`config.mk`:
```
export PLATFORM = sky130hd
export DESIGN_NAME = mem_arbiter_rr
export DESIGN_NICKNAME = d
export VERILOG_FILES = /design/src/rtl/rv32i_types_pkg.sv /design/src/rtl/rr_priority_pick.sv /design/src/rtl/mem_arbiter_rr.sv
export SDC_FILE = /design/constraint.sdc
export NUM_CORES = 1
export LEC_CHECK = 0
export ABC_AREA = 1
export BUFFER_PORTS_ARGS = -buffer_cell sky130_fd_sc_hd__buf_2
export CORE_AREA = 8 8 529 531
export CTS_CLUSTER_DIAMETER = 60
export DETAILED_ROUTE_END_ITERATION = 12
export DIE_AREA = 0 0 537 539
export PLACE_DENSITY = 0.3
export REMOVE_ABC_BUFFERS = 1
export SLEW_MARGIN = 20
export SYNTH_ARGS = -nofsm -noshare
export SYNTH_HDL_FRONTEND = slang
export SYNTH_HIERARCHICAL = 1
export SYNTH_SLANG_ARGS = --single-unit
```
`constraint.sdc`:
```
create_clock -name clk -period 3.3 [get_ports clk]
set_clock_uncertainty 0.2 [all_clocks]
set_input_delay 0.66 -clock clk [delete_from_list [all_inputs] [get_ports clk]]
set_output_delay 0.66 -clock clk [all_outputs]
set_load 0.1 [all_outputs]
```
`src/rtl/rv32i_types_pkg.sv`:
```
// Shared types for the memory-side blocks: arbiter FSM states and an index-width helper.
// Pure declarations; no logic, latency or flow control of its own.
package rv32i_types;

    typedef enum logic [1:0] {
        IDLE = 2'd0,
        BUSY = 2'd1,
        RESP = 2'd2
    } arb_state_t;

    function automatic int idx_w(input int n);
        return (n > 1) ? $clog2(n) : 1;
    endfunction

endpackage

```
`src/rtl/rr_priority_pick.sv`:
```
// Combinational winner pick: first requester at or after ptr, wrapping modulo N.
// Zero latency; no flow control, the caller decides when to consume the result.
module rr_priority_pick
    import rv32i_types::*;
#(
    parameter  int N  = 2,
    localparam int IW = idx_w(N)
) (
    input  logic [N-1:0]  req,
    input  logic [IW-1:0] ptr,
    output logic [N-1:0]  grant,
    output logic [IW-1:0] idx,
    output logic          any
);

    int   cand;
    logic found;

    always_comb begin
        grant = '0;
        idx   = '0;
        found = 1'b0;
        cand  = 0;
        for (int k = 0; k < N; k++) begin
            // ptr is always below N, so one subtraction completes the wrap
            cand = int'(ptr) + k;
            if (cand >= N) begin
                cand = cand - N;
            end
            if (!found && req[IW'(cand)]) begin
                found              = 1'b1;
                grant[IW'(cand)]   = 1'b1;
                idx                = IW'(cand);
            end
        end
        any = found;
    end

endmodule

```
`src/rtl/mem_arbiter_rr.sv`:
```
// N-channel cache-line arbiter to one L2 port; req->strobe 1 cycle, mem_resp->ch_resp 1 cycle, >=3 cycles/txn.
// Requesters hold levels until ch_resp; L2 stalls by withholding mem_resp. MEM_ARB_FIXED_PRIO_EN: fixed priority, ch0 highest.
module mem_arbiter_rr
    import rv32i_types::*;
#(
    parameter int NUM_CH = 2,
    parameter int LINE_W = 256,
    parameter int ADDR_W = 32
) (
    input  logic                       clk,
    input  logic                       reset_n,
    input  logic [NUM_CH-1:0]          ch_read,
    input  logic [NUM_CH-1:0]          ch_write,
    input  logic [NUM_CH*ADDR_W-1:0]   ch_addr,
    input  logic [NUM_CH*LINE_W-1:0]   ch_wdata,
    output logic [LINE_W-1:0]          ch_rdata,
    output logic [NUM_CH-1:0]          ch_resp,
    output logic                       mem_read,
    output logic                       mem_write,
    output logic [ADDR_W-1:0]          mem_addr,
    output logic [LINE_W-1:0]          mem_wdata,
    input  logic [LINE_W-1:0]          mem_rdata,
    input  logic                       mem_resp
);

    localparam int IW = idx_w(NUM_CH);

    arb_state_t        state;
    logic [IW-1:0]     rr_ptr;
    logic [IW-1:0]     grant;
    logic [IW-1:0]     ptr_after;

    logic [NUM_CH-1:0] req;
    logic [NUM_CH-1:0] pick_oh;
    logic [IW-1:0]     pick_idx;
    logic              pick_any;

    logic              sel_write;
    logic [ADDR_W-1:0] sel_addr;
    logic [LINE_W-1:0] sel_wdata;

    assign req = ch_read | ch_write;

    rr_priority_pick #(.N(NUM_CH)) u_pick (
        .req   (req),
        .ptr   (rr_ptr),
        .grant (pick_oh),
        .idx   (pick_idx),
        .any   (pick_any)
    );

    // One-hot AND-OR mux; a channel asserting both read and write is a write
    always_comb begin
        sel_write = |(pick_oh & ch_write);
        sel_addr  = '0;
        sel_wdata = '0;
        for (int i = 0; i < NUM_CH; i++) begin
            if (pick_oh[i]) begin
                sel_addr  = sel_addr  | ch_addr[i*ADDR_W +: ADDR_W];
                sel_wdata = sel_wdata | ch_wdata[i*LINE_W +: LINE_W];
            end
        end
    end

`ifdef MEM_ARB_FIXED_PRIO_EN
    // Pointer stays at zero so the picker degenerates to lowest-index-first
    assign ptr_after = rr_ptr;
`else
    assign ptr_after = (grant == IW'(NUM_CH - 1)) ? '0 : grant + 1'b1;
`endif

    always_ff @(posedge clk or negedge reset_n) begin
        if (!reset_n) begin
            state     <= IDLE;
            rr_ptr    <= '0;
            grant     <= '0;
            ch_resp   <= '0;
            mem_read  <= 1'b0;
            mem_write <= 1'b0;
            mem_addr  <= '0;
            mem_wdata <= '0;
            ch_rdata  <= '0;
        end else begin
            case (state)
                IDLE: begin
                    ch_resp <= '0;
                    if (pick_any) begin
                        grant     <= pick_idx;
                        mem_read  <= ~sel_write;
                        mem_write <= sel_write;
                        mem_addr  <= sel_addr;
                        mem_wdata <= sel_wdata;
                        state     <= BUSY;
                    end
                end
                BUSY: begin
                    if (mem_resp) begin
                        if (mem_read) begin
                            ch_rdata <= mem_rdata;
                        end
                        mem_read  <= 1'b0;
                        mem_write <= 1'b0;
                        ch_resp   <= NUM_CH'(1) << grant;
                        state     <= RESP;
                    end
                end
                RESP: begin
                    // Requests are not sampled here, so a just-served channel can drop cleanly
                    ch_resp <= '0;
                    rr_ptr  <= ptr_after;
                    state   <= IDLE;
                end
                default: begin
                    ch_resp   <= '0;
                    mem_read  <= 1'b0;
                    mem_write <= 1'b0;
                    state     <= IDLE;
                end
            endcase
        end
    end

endmodule

```
==> results.txt <==
- For this configuration, the core starts out at a cell density of 9.07%.
* Period utilisation layout: 76.3%
- Avg Cell Area, Syn: 7.53 um^2
- Minimum clock period after layout: 2.52 ns
- Summed over all layers, the routed wires come to 161000 um.
- Kind of cell with the highest combined delay on the critical path: buffers and inverters
- Detailed routing inserted a total of 26.7k vias.
- The worst setup path is of the reg2out kind.
- Vias/cell: 3.12
- Height of the chip: 539 um
- The filler cells instantiated in the layout total 31.5k.
- For the pin with the worst max-slew slack, the measured transition is 2.29 ns.
- CP Data Arrival Time: 1.66 ns
* Critical path endpoint category: output pin
- The first global-routing pass estimated 222000 um of wire.
- Final layout net count: 5738
- The first detailed-routing pass took 5 iterations.
- Clk Tree Root Cell: sky130_fd_sc_hd__clkbuf_16
- Synthesis produced 3274 cells.
- Synthesis Warnings: 6
- Fmax: 397 MHz
- After detailed routing, the number of remaining DRC violations is 0.
- Relative to the synthesized area, the layout overhead comes to 68.4%.
- Leaving out fill and tap cells, the most frequent cell in the layout is sky130_fd_sc_hd__nand2_1.
- After clock tree synthesis, the clock-pin slew on the worst setup and hold paths is 0.05 ns.
* CP Data Required Time: 2.44 ns
- TritonCTS built the clock tree.
- The floorplan step defined a die boundary enclosing 289000 um^2.
- Together, buffers and inverters on the worst path number 1.
* Master of the slowest instance on the critical path: sky130_fd_sc_hd__buf_2
- In this run the remaining antenna-violating nets after routing total 0.
- For this design the top-level I/O count stands at 1387.
* Total congestion overflow after global routing: 0
- The initial antenna violation count was 16.
- Number of buffers between clock root and the deepest sink: 3
* Row cnt: 192
- Violations in the final reports: slew limit
* Max-slew violation total from the final report: 190
- Entering global routing, the biggest net connects 290 pins.
* Max_cap viols: 0
- CTS built an H-tree with a depth of 3.
- In this design, the stage delay of the slowest critical-path cell is 0.56 ns.
- Overall fraction of global-route tracks in use: 10.6%
- In this run, the number of DRC markers left after iteration 0 of detailed routing was 1243.
- Mapped Area: 24700 um^2
* Count of endpoints failing setup in the final report: 0
- The wire-length estimate of the detail-placed layout is 134000 um.
- The clock net in this run drives a total of 552 sinks.
* Later-pin clock latency in the skew report: 0.69 ns
- In this run, post-CTS hold repair placed 259 buffers.
- Cts bufs inserted: 84
- Count of cells resized by post-cts repair: 0
- RSZ-0062 raised after global routing: false
* Fraction of layout cells with a size suffix above 1: 32.5%
* Via count of the first global-routing pass: 28.4k
* Most used cells in the layout excluding fill and tap cells: 2001 x sky130_fd_sc_hd__nand2_1, 1384 x sky130_fd_sc_hd__buf_2, 552 x sky130_fd_sc_hd__dfrtp_1, 260 x sky130_fd_sc_hd__inv_1, 259 x sky130_fd_sc_hd__dlygate4sd3_1
- Dividing the detail-routed wire length by the instance count gives 18.8 um.
* Startpoint class of the critical path: flop
* Hold WC Path Type: in2reg
* Cell-by-cell listing of the critical path: buf_2
- Weighted congestion reported at the end of routability-driven placement: 0.870
* CP Max Fanout: 2
- Cells fill 15.3% of the core in the end.
- Buffers placed on the I/O ports in this run total 1385.
* Headroom to the max-slew limit: -52.3%
* Horizontal die dimension: 537 um
- Hold Violations, Final: 0
- Number of setup buffers added after CTS: 0
- In this run the standard cell core region covers 272000 um^2.
* Outcome: finished with violations
==> final timing paths <==
check	from	to	slack, ns	cells after the start
worst max-delay path	mem_wdata[66]	mem_wdata[66]	0.78	1
worst min-delay path	ch_wdata[100]	mem_wdata[100]	0.09	5
worst max register to register	state[0]	ch_rdata[44]	1.04	6
worst min register to register	mem_wdata[112]	mem_wdata[112]	0.26	2
max in group asynchronous	reset_n	ch_rdata[44]	1.64	3
min in group asynchronous	reset_n	ch_rdata[72]	0.26	2
==> layer usage <==
layer	wire length [um]	global-route usage [%]	vias to the layer above
met2	80400	19.3	1081
met4	3810	2.39	0
li1	-	-	13100
met1	63500	11.9	12400
met3	13300	3.38	176
met5	0	0	-
==> per-stage QoR <==
step / worst slack (ns) / setup TNS [ns] / hold WS (ns) / std cells / area [um^2]
3_5_place_dp: 0.664 / 0 / 0.253 / 8143 / 36000
5_1_grt: 0.629 / 0 / 0.0369 / 8555 / 41500
2_1_floorplan: -8.67 / -3659.84 / 0.164 / 3088 / 23700
4_1_cts: 0.578 / 0 / 0.000412 / 8555 / 41500
6_report: 0.781 / 0 / 0.0913 / 8557 / 41500
3_3_place_gp: 0.726 / 0 / 0.251 / 8143 / 36000
==> state kept, by name (all words and copies together) (netlist names) <==
register   cells
ch_resp        2
mem_read       1
grant          1
mem_addr      32
rr_ptr         1
ch_rdata     256
state          2
mem_wdata    256
mem_write      1
==> layout make-up <==
| cell class | instances | area [um^2] | area share, % |
|---|---|---|---|
| Sequential cell | 552 | 13800 | 33.3 |
| Timing Repair Buffer | 1725 | 10400 | 25.0 |
| Multi-Input combinational cell | 2273 | 8900 | 21.4 |
| Tap cell | 3589 | 4490 | 10.8 |
| Clock buffer | 112 | 2360 | 5.68 |
| Inverter | 263 | 995 | 2.40 |
| Clock inverter | 41 | 592 | 1.43 |
| Antenna cell | 2 | 5.00 | 0.0121 |
Power is not shown: default switching activity piles up to over one toggle a cycle in this logic, so the estimate is an artifact.
